File: src/rtl/instr_align_buffer.sv
// Instruction fetch/alignment buffer: word-aligned fetches in, one RVC or 32-bit
// instruction per handshake out, with stale-response dropping on redirect.
module instr_align_buffer #(
    parameter int unsigned                ADDR_WIDTH = 32,
    parameter int unsigned                DEPTH      = 4,
    parameter logic [ADDR_WIDTH-1:0]      RESET_PC   = '0
) (
    input  logic                  clk_i,
    input  logic                  rst_i,
    output logic                  req_valid_o,
    output logic [ADDR_WIDTH-1:0] req_addr_o,
    input  logic                  req_ready_i,
    input  logic                  resp_valid_i,
    input  logic [31:0]           resp_data_i,
    input  logic                  redirect_valid_i,
    input  logic [ADDR_WIDTH-1:0] redirect_pc_i,
    output logic                  out_valid_o,
    input  logic                  out_ready_i,
    output logic [31:0]           out_instr_o,
    output logic [ADDR_WIDTH-1:0] out_pc_o,
    output logic                  out_is16_o
);
    localparam int unsigned PW = (DEPTH > 1) ? $clog2(DEPTH) : 1;
    localparam int unsigned CW = $clog2(DEPTH + 1);
    localparam int unsigned OW = CW + 1;
    localparam logic [31:0] NOP = 32'h0000_0013;

    typedef struct packed {
        logic [15:0] half;
        logic        is16;
        logic        need2;
    } align_t;

    logic [DEPTH-1:0][31:0]  mem_q;
    logic [PW-1:0]           rd_ptr_q, rd_ptr_d, wr_ptr_q, wr_ptr_d;
    logic [CW-1:0]           count_q, count_d, outst_q, outst_d, drop_q, drop_d;
    logic [ADDR_WIDTH-1:0]   head_pc_q, head_pc_d, fetch_pc_q, fetch_pc_d;

    logic [31:0]             w0;
    logic [15:0]             w1_lo;
    align_t                  al;
    logic                    avail, resp_ok, push, pop, req_fire, out_fire;
    logic [OW-1:0]           occ;

    assign w0    = mem_q[rd_ptr_q];
    assign w1_lo = mem_q[rd_ptr_q + PW'(1)][15:0];

    always_comb begin
        al.half  = head_pc_q[1] ? w0[31:16] : w0[15:0];
        al.is16  = (al.half[1:0] != 2'b11);
        al.need2 = ~al.is16 & head_pc_q[1];
    end

    assign avail = al.need2 ? (count_q >= CW'(2)) : (count_q != '0);

    // Redirect and reset both mask the handshakes combinationally so the
    // neighbours never see a transfer that the state update will discard.
    assign occ         = OW'(count_q) + OW'(outst_q);
    assign req_valid_o = (occ < OW'(DEPTH)) & ~redirect_valid_i & ~rst_i;
    assign req_addr_o  = fetch_pc_q;
    assign out_valid_o = avail & ~redirect_valid_i & ~rst_i;
    assign out_pc_o    = head_pc_q;
    assign out_is16_o  = out_valid_o & al.is16;

    always_comb begin
        out_instr_o = NOP;
        if (out_valid_o) begin
            if (al.is16)           out_instr_o = {16'h0000, al.half};
            else if (head_pc_q[1]) out_instr_o = {w1_lo, w0[31:16]};
            else                   out_instr_o = w0;
        end
    end

    assign req_fire = req_valid_o & req_ready_i;
    assign resp_ok  = resp_valid_i & (outst_q != '0);
    assign push     = resp_ok & (drop_q == '0);
    assign out_fire = out_valid_o & out_ready_i;
    // A word leaves the queue once the head crosses its upper halfword.
    assign pop      = out_fire & (head_pc_q[1] | ~al.is16);

    always_comb begin
        rd_ptr_d   = rd_ptr_q;
        wr_ptr_d   = wr_ptr_q;
        count_d    = count_q;
        outst_d    = outst_q;
        drop_d     = drop_q;
        head_pc_d  = head_pc_q;
        fetch_pc_d = fetch_pc_q;
        if (resp_ok) begin
            outst_d = outst_q - CW'(1);
            if (drop_q != '0) drop_d = drop_q - CW'(1);
        end
        if (redirect_valid_i) begin
            rd_ptr_d   = '0;
            wr_ptr_d   = '0;
            count_d    = '0;
            drop_d     = outst_d;
            head_pc_d  = redirect_pc_i & ~ADDR_WIDTH'(1);
            fetch_pc_d = redirect_pc_i & ~ADDR_WIDTH'(3);
        end else begin
            if (req_fire) begin
                fetch_pc_d = fetch_pc_q + ADDR_WIDTH'(4);
                outst_d    = outst_d + CW'(1);
            end
            if (push) wr_ptr_d = wr_ptr_q + PW'(1);
            if (pop)  rd_ptr_d = rd_ptr_q + PW'(1);
            if (out_fire) head_pc_d = head_pc_q + (al.is16 ? ADDR_WIDTH'(2) : ADDR_WIDTH'(4));
            count_d = count_q + CW'(push) - CW'(pop);
        end
    end

    always_ff @(posedge clk_i or posedge rst_i) begin
        if (rst_i) begin
            rd_ptr_q   <= '0;
            wr_ptr_q   <= '0;
            count_q    <= '0;
            outst_q    <= '0;
            drop_q     <= '0;
            head_pc_q  <= RESET_PC;
            fetch_pc_q <= RESET_PC & ~ADDR_WIDTH'(3);
        end else begin
            rd_ptr_q   <= rd_ptr_d;
            wr_ptr_q   <= wr_ptr_d;
            count_q    <= count_d;
            outst_q    <= outst_d;
            drop_q     <= drop_d;
            head_pc_q  <= head_pc_d;
            fetch_pc_q <= fetch_pc_d;
        end
    end

    // Queue storage needs no reset: count gates every read.
    always_ff @(posedge clk_i) begin
        if (push && !redirect_valid_i) mem_q[wr_ptr_q] <= resp_data_i;
    end

endmodule

File: config.mk
export PLATFORM = sky130hd
export DESIGN_NAME = instr_align_buffer
export DESIGN_NICKNAME = d
export VERILOG_FILES = /design/src/rtl/instr_align_buffer.sv
export SDC_FILE = /design/constraint.sdc
export NUM_CORES = 1
export LEC_CHECK = 0
export BUFFER_PORTS_ARGS = -buffer_cell sky130_fd_sc_hd__buf_2
export CORE_MARGIN = 8
export CORE_UTILIZATION = 25
export CTS_CLUSTER_SIZE = 40
export DETAILED_ROUTE_END_ITERATION = 16
export GPL_ROUTABILITY_DRIVEN = 1
export HOLD_SLACK_MARGIN = 0.1
export PLACE_DENSITY = 0.41
export SYNTH_ARGS = -nofsm -noshare
export SYNTH_HDL_FRONTEND = slang
export SYNTH_SLANG_ARGS = --single-unit
File: constraint.sdc
create_clock -name clk_i -period 9.3 [get_ports clk_i]
set_input_delay 1.395 -clock clk_i [delete_from_list [all_inputs] [get_ports clk_i]]
set_output_delay 1.395 -clock clk_i [all_outputs]
set_load 0.01 [all_outputs]
==> flow_results.xml <==
<?xml version="1.0" encoding="UTF-8"?>
<metrics>
  <group name="pwr">
    <metric name="int_power" unit="mW">1.79</metric>
    <metric name="net-switching-power" unit="mW">0.693</metric>
    <metric name="switching_share" unit="%">27.9</metric>
    <metric name="ir_drop" unit="mV">0.136</metric>
    <metric name="pwr-share-seq" unit="%">43.4</metric>
    <metric name="p_per_area" unit="nW/µm²">202</metric>
    <metric name="power.share.clock" unit="%">40.6</metric>
    <metric name="total_power_draw" unit="mW">2.49</metric>
    <metric name="pwr-share-comb" unit="%">16.0</metric>
    <metric name="leak_pwr" unit="nW">4.57</metric>
  </group>
  <group name="synth">
    <metric name="ys_seq_area_share" unit="%">56.7</metric>
    <metric name="ys_ff_latch" unit="">202</metric>
    <metric name="synthesis.area_per_instance" unit="µm²">12.7</metric>
    <metric name="fraction_of_registers_with_async_set_reset" unit="%">36.6</metric>
    <metric name="synth-edff-count" unit="">128</metric>
    <metric name="ys.warnings.count" unit="">0</metric>
    <metric name="synth_cell_type_count" unit="">55</metric>
    <metric name="netlist_top_cells_area" unit="">edfxtp_1 38%, dfrtp_1 18%, mux4_2 9.9%</metric>
    <metric name="yosys_most_used_dff" unit="">edfxtp_1</metric>
    <metric name="syn_area" unit="µm²">10000</metric>
    <metric name="post-synth-top-area-fraction" unit="%">38.3</metric>
    <metric name="netlist_instances" unit="">791</metric>
    <metric name="synth_top_area_cell" unit="">edfxtp_1</metric>
  </group>
  <group name="placement">
    <metric name="placement.cell_area" unit="µm²">11400</metric>
    <metric name="dp_cells" unit="">1447</metric>
    <metric name="post_dp_hpwl" unit="µm">20300</metric>
    <metric name="portBuffers" unit="">164</metric>
    <metric name="place.gp.congestion" unit="">0.776</metric>
    <metric name="post-place-ws" unit="ns">2.86</metric>
  </group>
  <group name="final_layout">
    <metric name="drive_gt1_share" unit="%">30.2</metric>
    <metric name="finish.cell_count_without_fillers" unit="">1497</metric>
    <metric name="area_growth" unit="%">22.5</metric>
    <metric name="layout_commonest_cell" unit="">buf_2</metric>
    <metric name="final_net_count" unit="">1041</metric>
    <metric name="layout_common_cells" unit="">164 x buf_2, 128 x edfxtp_1, 103 x nand2_1</metric>
    <metric name="finish.instance_area" unit="µm²">12300</metric>
    <metric name="finalCoreUtilization" unit="%">31.0</metric>
  </group>
  <group name="cts">
    <metric name="cts_buffers" unit="">26</metric>
    <metric name="clock_insertion_delay_worst_skew" unit="ns">0.55</metric>
    <metric name="cts_root_buffer" unit="">clkbuf_16</metric>
    <metric name="worst_setup_hold_path_clk_slew" unit="ns">0.05</metric>
    <metric name="clock-sinks" unit="">202</metric>
    <metric name="max-clock-path-buffers" unit="">3</metric>
    <metric name="hold_buffers" unit="">0</metric>
    <metric name="cts.repair.resized" unit="">0</metric>
    <metric name="post-cts-setup-buffer-count" unit="">0</metric>
    <metric name="tritoncts" unit="">built</metric>
    <metric name="htreeDepth" unit="">1</metric>
  </group>
  <group name="timing">
    <metric name="finalCritPeriodShare" unit="%">72.9</metric>
    <metric name="timing_worst_slew_pin_value" unit="ns">1.12</metric>
    <metric name="final_period_minus_worst_setup_slack" unit="ns">6.78</metric>
    <metric name="grt_setup_unrepaired" unit="">false</metric>
    <metric name="holdWs" unit="ns">0.560</metric>
    <metric name="final_setup_violations" unit="">0</metric>
    <metric name="fin_setup_tns" unit="ns">0</metric>
    <metric name="hold_violations" unit="">0</metric>
    <metric name="fmax" unit="MHz">148</metric>
    <metric name="fin_skew" unit="ns">0.0299</metric>
    <metric name="final.setup.worst_slack" unit="ns">2.52</metric>
    <metric name="report.final.slew_viol_count" unit="">0</metric>
    <metric name="relSlewSlack" unit="%">25.5</metric>
  </group>
  <group name="die">
    <metric name="die_area" unit="µm²">46900</metric>
    <metric name="core_area" unit="µm²">39700</metric>
    <metric name="floorplan.initialDensity" unit="%">25.3</metric>
    <metric name="die_w" unit="µm">216</metric>
    <metric name="row_cnt" unit="">73</metric>
    <metric name="pin_count" unit="">169</metric>
    <metric name="die_h" unit="µm">216</metric>
  </group>
  <group name="grt">
    <metric name="grt_pass1_wl" unit="µm">45300</metric>
    <metric name="grt_most_used_layer" unit="">met2</metric>
    <metric name="grt_pass1_vias" unit="">7246</metric>
    <metric name="maximum_number_of_pins_on_one_net_before_global_route_repair" unit="">75</metric>
    <metric name="grt_antenna_before_repair" unit="">6</metric>
    <metric name="grt_remaining_overflow" unit="">0</metric>
    <metric name="globalRouteTotalUtil" unit="%">12.4</metric>
    <metric name="grt_use_met3" unit="%">2.99</metric>
    <metric name="met2_usage" unit="%">19.1</metric>
    <metric name="grtUsageMet1" unit="%">17.0</metric>
  </group>
  <group name="setup_path">
    <metric name="crit_buf_inv" unit="">3</metric>
    <metric name="cp_slowest_stage_delay" unit="ns">0.63</metric>
    <metric name="cp.required" unit="ns">7.91</metric>
    <metric name="maximum_fanout_along_the_worst_path" unit="">52</metric>
    <metric name="cp_cell_sequence" unit="">buf_4, mux2_2, o31ai_2, ha_1, nor2b_1, or3_1, nand2_1, inv_1, nand2_1, a21oi_1, buf_2</metric>
    <metric name="critPathSlowestCell" unit="">buf_4</metric>
    <metric name="critical_path.most_common_cell" unit="">nand2_1</metric>
    <metric name="cp-start-kind" unit="">flop</metric>
    <metric name="cp-end-kind" unit="">primary output</metric>
    <metric name="timing.setup.critical_path_class" unit="">reg -&gt; out</metric>
    <metric name="critical_path_arrival" unit="ns">5.38</metric>
    <metric name="worst_path_dominant_cell_family" unit="">simple AND/OR/NAND/NOR gates</metric>
  </group>
  <group name="drt">
    <metric name="first_pass_iters" unit="">5</metric>
    <metric name="post-route-drc-count" unit="">0</metric>
    <metric name="dr.first_iter.drc_count" unit="">327</metric>
    <metric name="drt-vias-per-instance" unit="">4.76</metric>
    <metric name="routedWlPerCell" unit="µm">20.0</metric>
    <metric name="vias" unit="">7122</metric>
    <metric name="routed_wirelength" unit="µm">29900</metric>
    <metric name="ant_nets" unit="">0</metric>
  </group>
  <group name="run_status">
    <metric name="run_status" unit="">finished, final reports clean</metric>
  </group>
  <group name="job">
    <metric name="maxCapViolations" unit="">0</metric>
  </group>
  <group name="min_path">
    <metric name="timing.hold.worst.class" unit="">reg -&gt; reg</metric>
  </group>
</metrics>
[logic make-up (layout without fill, tap and decap cells)]
logic type / after synthesis / in the layout / synth area share [%]
multiplexers: 71 / 71 / 12.8
flip-flops: 202 / 202 / 56.7
adder cells (fa/ha/maj): 21 / 21 / 2.76
XOR/XNOR: 50 / 50 / 4.36
AO/OA/AOI/OAI: 104 / 104 / 6.76
other: 1 / 6 / 0.0373
buffers and inverters: 73 / 249 / 3.01
AND/OR/NAND/NOR: 269 / 269 / 13.6
[layout make-up]
cell class                 instances  area, µm²
fill                            4089      27400
sequential                       202       5700
multi-input combinational        518       4080
timing repair buffer             173        888
clock buffer                      35        704
tap                              525        657
clock inverter                    12        159
inverter                          29        110
antenna                            3       7.51
[power groups by stage]
| stage | logic [mW] | clock network, mW | registers (mW) |
|---|---|---|---|
| 2_1_floorplan | 0.251 | 0 | 1.09 |
| 3_3_place_gp | 0.404 | 0 | 1.10 |
| 3_5_place_dp | 0.407 | 0 | 1.10 |
| 4_1_cts | 0.409 | 1.04 | 1.08 |
| 5_1_grt | 0.451 | 1.07 | 1.09 |
| 6_report | 0.398 | 1.01 | 1.08 |
[path summary, 6_finish.rpt]
check                                     from         endpoint  slack, ns  cells past startpoint
worst min-delay path            req_addr_o[15]   req_addr_o[15]       0.56                      1
min in group asynchronous                rst_i      wr_ptr_q[1]       1.24                      3
max in group asynchronous                rst_i      rd_ptr_q[1]       7.34                      3
worst max-delay path               rd_ptr_q[0]  out_instr_o[18]       2.52                     11
worst min register to register  req_addr_o[15]   req_addr_o[15]       0.56                      1
worst max register to register     rd_ptr_q[0]     out_pc_o[29]       4.88                     13
[layer usage]
| metal | vias up | wire length, µm |
|---|---|---|
| met3 | 55 | 1770 |
| li1 | 3283 | - |
| met2 | 212 | 13400 |
| met1 | 3564 | 13900 |
| met4 | 8 | 855 |
| met5 | - | 50 |
[flip-flops by register name, indices dropped and copies added, names as in the netlist]
| name | flops |
|---|---|
| drop_q | 3 |
| count_q | 3 |
| req_addr_o | 30 |
| outst_q | 3 |
| out_pc_o | 31 |
| mem_q | 128 |
| wr_ptr_q | 2 |
| rd_ptr_q | 2 |
[cell usage after synthesis, types with 6 or more instances]
cell,number
and4_1,8
mux2_2,19
edfxtp_1,128
mux4_2,44
a21boi_0,17
o21ai_0,12
ha_1,19
buf_2,14
and3_1,12
dfrtp_1,74
clkbuf_1,22
nand2b_1,14
mux2i_1,8
o311ai_0,8
o211ai_1,6
xnor2_1,31
inv_1,28
xor2_1,19
nor3_1,13
nor4_1,8
nand4_1,28
nor2_1,30
a21oi_1,38
nand2_1,103
nand3_1,22
No activity file was read; power rests on OpenSTA's default activity.
